<file path="src/rtl/arp_reply_receiver.sv">
// -----------------------------------------------------------------------------
// arp_reply_receiver
//
// Purpose:
//   Receives the ARP block's transmit stream on CLK_TX. It accepts one frame per
//   DATA_VALID_TX/DATA_ACK_TX handshake and parses the frame as bytes arrive.
//   It then classifies the frame as a good ARP reply addressed to us or as a
//   dropped frame with a reason code. Good replies publish the sender MAC/IPv4
//   pair to the host ARP table.
//
// Optional feature:
//   `ARP_RX_STATS_EN  - when defined, GOOD_CNT/DROP_CNT are saturating counters.
//                       When undefined, both outputs are tied to 0.
//
// Ports:
//   CLK_TX         in   transmit-side byte clock (rising edge)
//   ARESET         in   asynchronous active-high reset
//   MY_MAC/MY_IPV4 in   local addresses (quasi-static)
//   ENABLE         in   permits acceptance of a new frame
//   DATA_VALID_TX  in   frame-valid, high for every byte of a frame
//   DATA_TX        in   frame byte, network order
//   DATA_ACK_TX    out  accept strobe for the first byte (combinational)
//   BUSY           out  frame in progress or being judged
//   REPLY_VALID    out  one-cycle pulse: good reply, REPLY_MAC/REPLY_IP updated
//   REPLY_MAC/IP   out  sender addresses of the last good reply
//   DROP           out  one-cycle pulse: frame rejected, DROP_CODE updated
//   DROP_CODE      out  1 length, 2 header, 3 opcode, 4 MAC, 5 target IP
//   GOOD_CNT       out  saturating count of good replies
//   DROP_CNT       out  saturating count of dropped frames
// -----------------------------------------------------------------------------
module arp_reply_receiver #(
    parameter int PKT_BYTES = 42,
    parameter int CNT_W     = 16
) (
    input  logic             CLK_TX,
    input  logic             ARESET,
    input  logic [47:0]      MY_MAC,
    input  logic [31:0]      MY_IPV4,
    input  logic             ENABLE,
    input  logic             DATA_VALID_TX,
    input  logic [7:0]       DATA_TX,
    output logic             DATA_ACK_TX,
    output logic             BUSY,
    output logic             REPLY_VALID,
    output logic [47:0]      REPLY_MAC,
    output logic [31:0]      REPLY_IP,
    output logic             DROP,
    output logic [2:0]       DROP_CODE,
    output logic [CNT_W-1:0] GOOD_CNT,
    output logic [CNT_W-1:0] DROP_CNT
);

    typedef enum logic [1:0] {S_IDLE, S_RECEIVE, S_CHECK} state_t;

    state_t      state, state_nxt;
    logic [5:0]  idx;
    logic        hdr_err, op_err, mac_err, ip_err;
    logic [47:0] shadow_mac;
    logic [31:0] shadow_ip;

    logic        cap;
    logic [5:0]  cur_idx;
    logic [7:0]  exp_byte;
    logic        chk_hdr, chk_op, chk_mac, chk_ip, mismatch;

    logic        good_c, drop_c;
    logic [2:0]  code_c;

    // State register
    always_ff @(posedge CLK_TX or posedge ARESET) begin
        if (ARESET) state <= S_IDLE;
        else        state <= state_nxt;
    end

    // Next-state logic
    always_comb begin
        state_nxt = state;
        case (state)
            S_IDLE:    if (DATA_ACK_TX)    state_nxt = S_RECEIVE;
            S_RECEIVE: if (!DATA_VALID_TX) state_nxt = S_CHECK;
            S_CHECK:                       state_nxt = S_IDLE;
            default:                       state_nxt = S_IDLE;
        endcase
    end

    // Output logic: handshake, busy and the verdict formed during CHECK.
    // Lowest code wins on multiple faults.
    always_comb begin
        DATA_ACK_TX = (state == S_IDLE) && DATA_VALID_TX && ENABLE;
        BUSY        = (state != S_IDLE);
        good_c      = 1'b0;
        drop_c      = 1'b0;
        code_c      = 3'd0;
        if (state == S_CHECK) begin
            drop_c = 1'b1;
            if (idx != 6'(PKT_BYTES)) code_c = 3'd1;
            else if (hdr_err)         code_c = 3'd2;
            else if (op_err)          code_c = 3'd3;
            else if (mac_err)         code_c = 3'd4;
            else if (ip_err)          code_c = 3'd5;
            else begin
                drop_c = 1'b0;
                good_c = 1'b1;
            end
        end
    end

    // Byte classifier: the byte on DATA_TX belongs to index 0 while idle (the
    // acked byte) and to the running index otherwise. Bytes past PKT_BYTES
    // are absorbed without being compared or stored.
    always_comb begin
        cap      = DATA_ACK_TX || ((state == S_RECEIVE) && DATA_VALID_TX);
        cur_idx  = (state == S_IDLE) ? 6'd0 : idx;
        exp_byte = 8'h00;
        chk_hdr  = 1'b0;
        chk_op   = 1'b0;
        chk_mac  = 1'b0;
        chk_ip   = 1'b0;
        if (cur_idx < 6'(PKT_BYTES)) begin
            case (cur_idx)
                6'd0,  6'd32: begin chk_mac = 1'b1; exp_byte = MY_MAC[47:40]; end
                6'd1,  6'd33: begin chk_mac = 1'b1; exp_byte = MY_MAC[39:32]; end
                6'd2,  6'd34: begin chk_mac = 1'b1; exp_byte = MY_MAC[31:24]; end
                6'd3,  6'd35: begin chk_mac = 1'b1; exp_byte = MY_MAC[23:16]; end
                6'd4,  6'd36: begin chk_mac = 1'b1; exp_byte = MY_MAC[15:8];  end
                6'd5,  6'd37: begin chk_mac = 1'b1; exp_byte = MY_MAC[7:0];   end
                6'd12: begin chk_hdr = 1'b1; exp_byte = 8'h08; end
                6'd13: begin chk_hdr = 1'b1; exp_byte = 8'h06; end
                6'd14: begin chk_hdr = 1'b1; exp_byte = 8'h00; end
                6'd15: begin chk_hdr = 1'b1; exp_byte = 8'h01; end
                6'd16: begin chk_hdr = 1'b1; exp_byte = 8'h08; end
                6'd17: begin chk_hdr = 1'b1; exp_byte = 8'h00; end
                6'd18: begin chk_hdr = 1'b1; exp_byte = 8'h06; end
                6'd19: begin chk_hdr = 1'b1; exp_byte = 8'h04; end
                6'd20: begin chk_op  = 1'b1; exp_byte = 8'h00; end
                6'd21: begin chk_op  = 1'b1; exp_byte = 8'h02; end
                6'd38: begin chk_ip  = 1'b1; exp_byte = MY_IPV4[31:24]; end
                6'd39: begin chk_ip  = 1'b1; exp_byte = MY_IPV4[23:16]; end
                6'd40: begin chk_ip  = 1'b1; exp_byte = MY_IPV4[15:8];  end
                6'd41: begin chk_ip  = 1'b1; exp_byte = MY_IPV4[7:0];   end
                default: ;
            endcase
        end
        mismatch = (DATA_TX != exp_byte);
    end

    // Byte index and sticky error flags; the acked byte restarts them fresh
    always_ff @(posedge CLK_TX or posedge ARESET) begin
        if (ARESET) begin
            idx     <= 6'd0;
            hdr_err <= 1'b0;
            op_err  <= 1'b0;
            mac_err <= 1'b0;
            ip_err  <= 1'b0;
        end else if (DATA_ACK_TX) begin
            idx     <= 6'd1;
            hdr_err <= chk_hdr && mismatch;
            op_err  <= chk_op  && mismatch;
            mac_err <= chk_mac && mismatch;
            ip_err  <= chk_ip  && mismatch;
        end else if (cap) begin
            if (idx != 6'd63) idx <= idx + 6'd1;
            hdr_err <= hdr_err || (chk_hdr && mismatch);
            op_err  <= op_err  || (chk_op  && mismatch);
            mac_err <= mac_err || (chk_mac && mismatch);
            ip_err  <= ip_err  || (chk_ip  && mismatch);
        end
    end

    // Sender fields arrive in order, so they are shifted in
    always_ff @(posedge CLK_TX) begin
        if (cap && (cur_idx >= 6'd22) && (cur_idx <= 6'd27) && (cur_idx < 6'(PKT_BYTES)))
            shadow_mac <= {shadow_mac[39:0], DATA_TX};
        if (cap && (cur_idx >= 6'd28) && (cur_idx <= 6'd31) && (cur_idx < 6'(PKT_BYTES)))
            shadow_ip <= {shadow_ip[23:0], DATA_TX};
    end

    // Verdict registers: pulses and held results appear one cycle after CHECK
    always_ff @(posedge CLK_TX or posedge ARESET) begin
        if (ARESET) begin
            REPLY_VALID <= 1'b0;
            DROP        <= 1'b0;
            REPLY_MAC   <= 48'd0;
            REPLY_IP    <= 32'd0;
            DROP_CODE   <= 3'd0;
        end else begin
            REPLY_VALID <= good_c;
            DROP        <= drop_c;
            if (good_c) begin
                REPLY_MAC <= shadow_mac;
                REPLY_IP  <= shadow_ip;
            end
            if (drop_c) DROP_CODE <= code_c;
        end
    end

`ifdef ARP_RX_STATS_EN
    function automatic logic [CNT_W-1:0] sat_inc(input logic [CNT_W-1:0] v);
        return (v == {CNT_W{1'b1}}) ? v : v + 1'b1;
    endfunction

    always_ff @(posedge CLK_TX or posedge ARESET) begin
        if (ARESET) begin
            GOOD_CNT <= '0;
            DROP_CNT <= '0;
        end else begin
            if (good_c) GOOD_CNT <= sat_inc(GOOD_CNT);
            if (drop_c) DROP_CNT <= sat_inc(DROP_CNT);
        end
    end
`else
    assign GOOD_CNT = '0;
    assign DROP_CNT = '0;
`endif

endmodule

</file>
<file path="config.mk">
export PLATFORM = sky130hd
export DESIGN_NAME = arp_reply_receiver
export DESIGN_NICKNAME = d
export VERILOG_FILES = /design/src/rtl/arp_reply_receiver.sv
export SDC_FILE = /design/constraint.sdc
export NUM_CORES = 1
export LEC_CHECK = 0
export CAP_MARGIN = 20
export CORE_MARGIN = 2
export CORE_UTILIZATION = 43
export DETAILED_ROUTE_END_ITERATION = 8
export MAX_ROUTING_LAYER = met4
export PLACE_DENSITY_LB_ADDON = 0.08
export REMOVE_ABC_BUFFERS = 1
export SYNTH_ARGS = -nofsm -noshare
export SYNTH_HDL_FRONTEND = slang
export SYNTH_SLANG_ARGS = --single-unit
</file>
<file path="constraint.sdc">
create_clock -name CLK_TX -period 5.2 [get_ports CLK_TX]
set_input_delay 0.52 -clock CLK_TX [delete_from_list [all_inputs] [get_ports CLK_TX]]
set_output_delay 0.52 -clock CLK_TX [all_outputs]
set_load 0.005 [all_outputs]
</file>
==> impl_metrics.json <==
{
  "total_negative_slack_for_setup_checks_ns": 0,
  "mappedNetlistArea_um2": 7570,
  "max_clock_freq_ghz": 0.2693,
  "number_of_cells_on_the_worst_reg_to_reg_path": 8,
  "gr-usage-met1": 0.2765,
  "final.period_utilization": 0.7140,
  "p_sw_frac": 0.2754,
  "synth_largest_area_cell": "dfrtp_1",
  "globalplace.congestion": 0.9360,
  "hold_ws_ns": 0.4387,
  "grt.met3_usage": 0.05148,
  "chipWidth_um": 136.7,
  "clock_tree.buffer_depth": 2,
  "die_area_um2": 18680,
  "layout.nets": 797,
  "asyncSetResetFlopFracSynth": 0.5480,
  "synth_area_per_cell_um2": 14.34,
  "power_leakage_nw": 4.006,
  "cts_resized": 0,
  "grt_antenna_before_repair": 0,
  "postRouteAntennaNets": 0,
  "finalHoldViolCount": 0,
  "internal-power_mw": 2.302,
  "grt_pass1_wl_um": 28700,
  "ys_top_cells_by_area": "dfrtp_1 32%, edfxtp_1 32%, mux2_2 12%",
  "global_route.usage.total": 0.2156,
  "yosys_warnings": 0,
  "global_route.usage.met2": 0.3342,
  "yosys_most_used_dff": "dfrtp_1",
  "post-route-util": 0.5807,
  "critical_path_peak_fanout": 18,
  "number_of_inserted_diodes": 0,
  "areaGrowthSynthToFinish_pct": 32.23,
  "whs_path_depth": 0,
  "clock-sinks": 177,
  "die_h_um": 136.7,
  "start_util": 0.4392,
  "required_ns": 5.51,
  "synth-seq-cells": 177,
  "detail_route.iter0.violations": 327,
  "critical_path_class": "register to register",
  "seq_power_share": 0.476,
  "max_slew_margin": 0.2868,
  "count_of_flip_flops_with_a_built_in_enable_after_synthesis": 80,
  "grt_max_degree": 82,
  "fin_crit_ns": 3.713,
  "port_buffers": 178,
  "overflow": 0,
  "ys_seq_area_frac": 0.6380,
  "detail_route.vias_per_cell": 5.273,
  "fp-row-count": 48,
  "internal_reg_to_reg_setup_slack_ns": 1.49,
  "boundaryPins": 211,
  "hold_class": "register to register",
  "synth.lib_cells_used.distinct": 64,
  "setup-violations-final": 0,
  "grt_most_used_layer": "met2",
  "unrepaired_setup_endpoints_after_global_routing": "no",
  "layout.cells.most_common": "clkdlybuf4s50_1",
  "fin_worst_skew_ns": 0.01682,
  "post_synth_inst_count": 528,
  "route.final.wire_length_um": 18720,
  "detailroute.via_count": 4962,
  "vias_in_the_first_global_route": 5122,
  "cts_tree": "built",
  "most-common-layout-cells": "178 x clkdlybuf4s50_1, 97 x dfrtp_1, 83 x mux2_2",
  "hpwl_dp_um": 13430,
  "route.detailed.wl_per_inst_um": 19.89,
  "postLayoutSetupSlackWorst_ns": 1.487,
  "p_sw_mw": 0.8749,
  "worst_pin_slew_ns": 1.070,
  "critPathLaunchType": "register",
  "combinationalPowerShare": 0.141,
  "place_ws_ns": 1.534,
  "cts_post_setup_buffers_inserted": 0,
  "cts_inserted_buffers": 17,
  "cts_htree_levels": 4,
  "worst-endpoint-arrival_ns": 4.02,
  "placeableCoreArea_um2": 17240,
  "finalMaxSlewViolations": 0,
  "yosys.area.top_type_share": 0.3207,
  "clock_insertion_delay_worst_skew_ns": 0.43,
  "route.detailed.drc": 0,
  "share_of_final_layout_standard_cells_stronger_than_drive_strength_1": 0.1913,
  "clkTransAtPathRegs_ns": 0.07,
  "dr.pass1.iters": 6,
  "cap_violations": 0,
  "power_density_nw_per_um2": 317.4,
  "outcome": "complete, no violations",
  "cts.hold.buffers_added": 0,
  "clock_power_share": 0.382,
  "clk_root_buffer_cell": "clkbuf_16",
  "power.ir.vdd_worst_mv": 0.2291,
  "crit_path_end_kind": "register"
}
==> area by class of cell <==
class,instances,area (um^2)
inverters,8,32.53
fillers,1395,7227
well taps,225,281.5
repair buffers,185,1834
flip-flops and latches,177,4830
multi-input cells,314,2461
clock inverters,14,141.4
clock buffers,18,429.2
==> power by group through the flow <==
stage	logic [mW]	registers (mW)	clock network, mW
global placement	0.447	1.54	0
global route	0.487	1.52	1.31
CTS	0.448	1.51	1.25
floorplan	0.228	1.55	0
detailed placement	0.446	1.54	0
finish	0.449	1.51	1.21
==> flip-flops by register name, indices dropped and copies added (netlist names) <==
| register | flops |
|---|---|
| state | 2 |
| REPLY_VALID | 1 |
| REPLY_IP | 32 |
| DROP_CODE | 3 |
| ip_err | 1 |
| idx | 6 |
| hdr_err | 1 |
| op_err | 1 |
| DROP | 1 |
| REPLY_MAC | 48 |
| mac_err | 1 |
| shadow_mac | 48 |
| shadow_ip | 32 |
==> layer usage <==
| layer | share of wire | wire length (um) |
|---|---|---|
| met1 | 0.43 | 8079 |
| met4 | 0.022 | 417 |
| met5 | 0 | 0 |
| met3 | 0.064 | 1198 |
| met2 | 0.48 | 9024 |
==> through the flow <==
| step | cell area [um^2] | cells | total power [mW] |
|---|---|---|---|
| after floorplan | 7295 | 499 | 1.779 |
| after global placement | 9439 | 909 | 1.987 |
| after detailed placement | 9439 | 909 | 1.986 |
| after CTS | 10010 | 941 | 3.208 |
| after global routing | 10010 | 941 | 3.315 |
| final | 10010 | 941 | 3.177 |
==> final timing paths <==
path,to,startpoint
worst max-delay path,op_err,idx[3]
worst min-delay path,shadow_mac[10],shadow_mac[2]
worst max register to register,op_err,idx[3]
worst min register to register,shadow_mac[10],shadow_mac[2]
max in group asynchronous,REPLY_IP[11],ARESET
min in group asynchronous,REPLY_MAC[36],ARESET
==> worst max-delay path, cell delays in order, from the launching register on <==
cell	delay, ns
dfrtp_1	0.68
nand2b_1	0.36
nor3_2	0.82
a32oi_1	0.20
o21ai_0	0.23
o21ai_0	0.11
a2111o_1	0.38
or4b_4	0.58
a22o_1	0.22
==> Yosys cell counts (all sizes together), types with 5 or more instances <==
master,count
o21ai,11
dfrtp,97
nor4,8
buf,45
a21oi,5
mux2i,7
a22o,9
mux2,83
xor2,5
nand2,20
a22oi,8
nand3,8
clkbuf,15
nor2b,8
edfxtp,80
inv,8
nor2,17
nand2b,9
nor3,11
==> kinds of logic (layout without fill, tap and decap cells) <==
logic type               count (synthesis)  count (layout)  synth area share
AO/OA/AOI/OAI                           77              77           0.07967
XOR/XNOR                                 9               9           0.01041
adder cells (fa/ha/maj)                  2               2          0.003305
buffers and inverters                   68             225           0.05570
flip-flops                             177             177            0.6380
multiplexers                            90              90            0.1327
other                                    1              32         0.0004954
AND/OR/NAND/NOR                        104             104           0.07967
No activity file was read; power rests on OpenSTA's default activity.
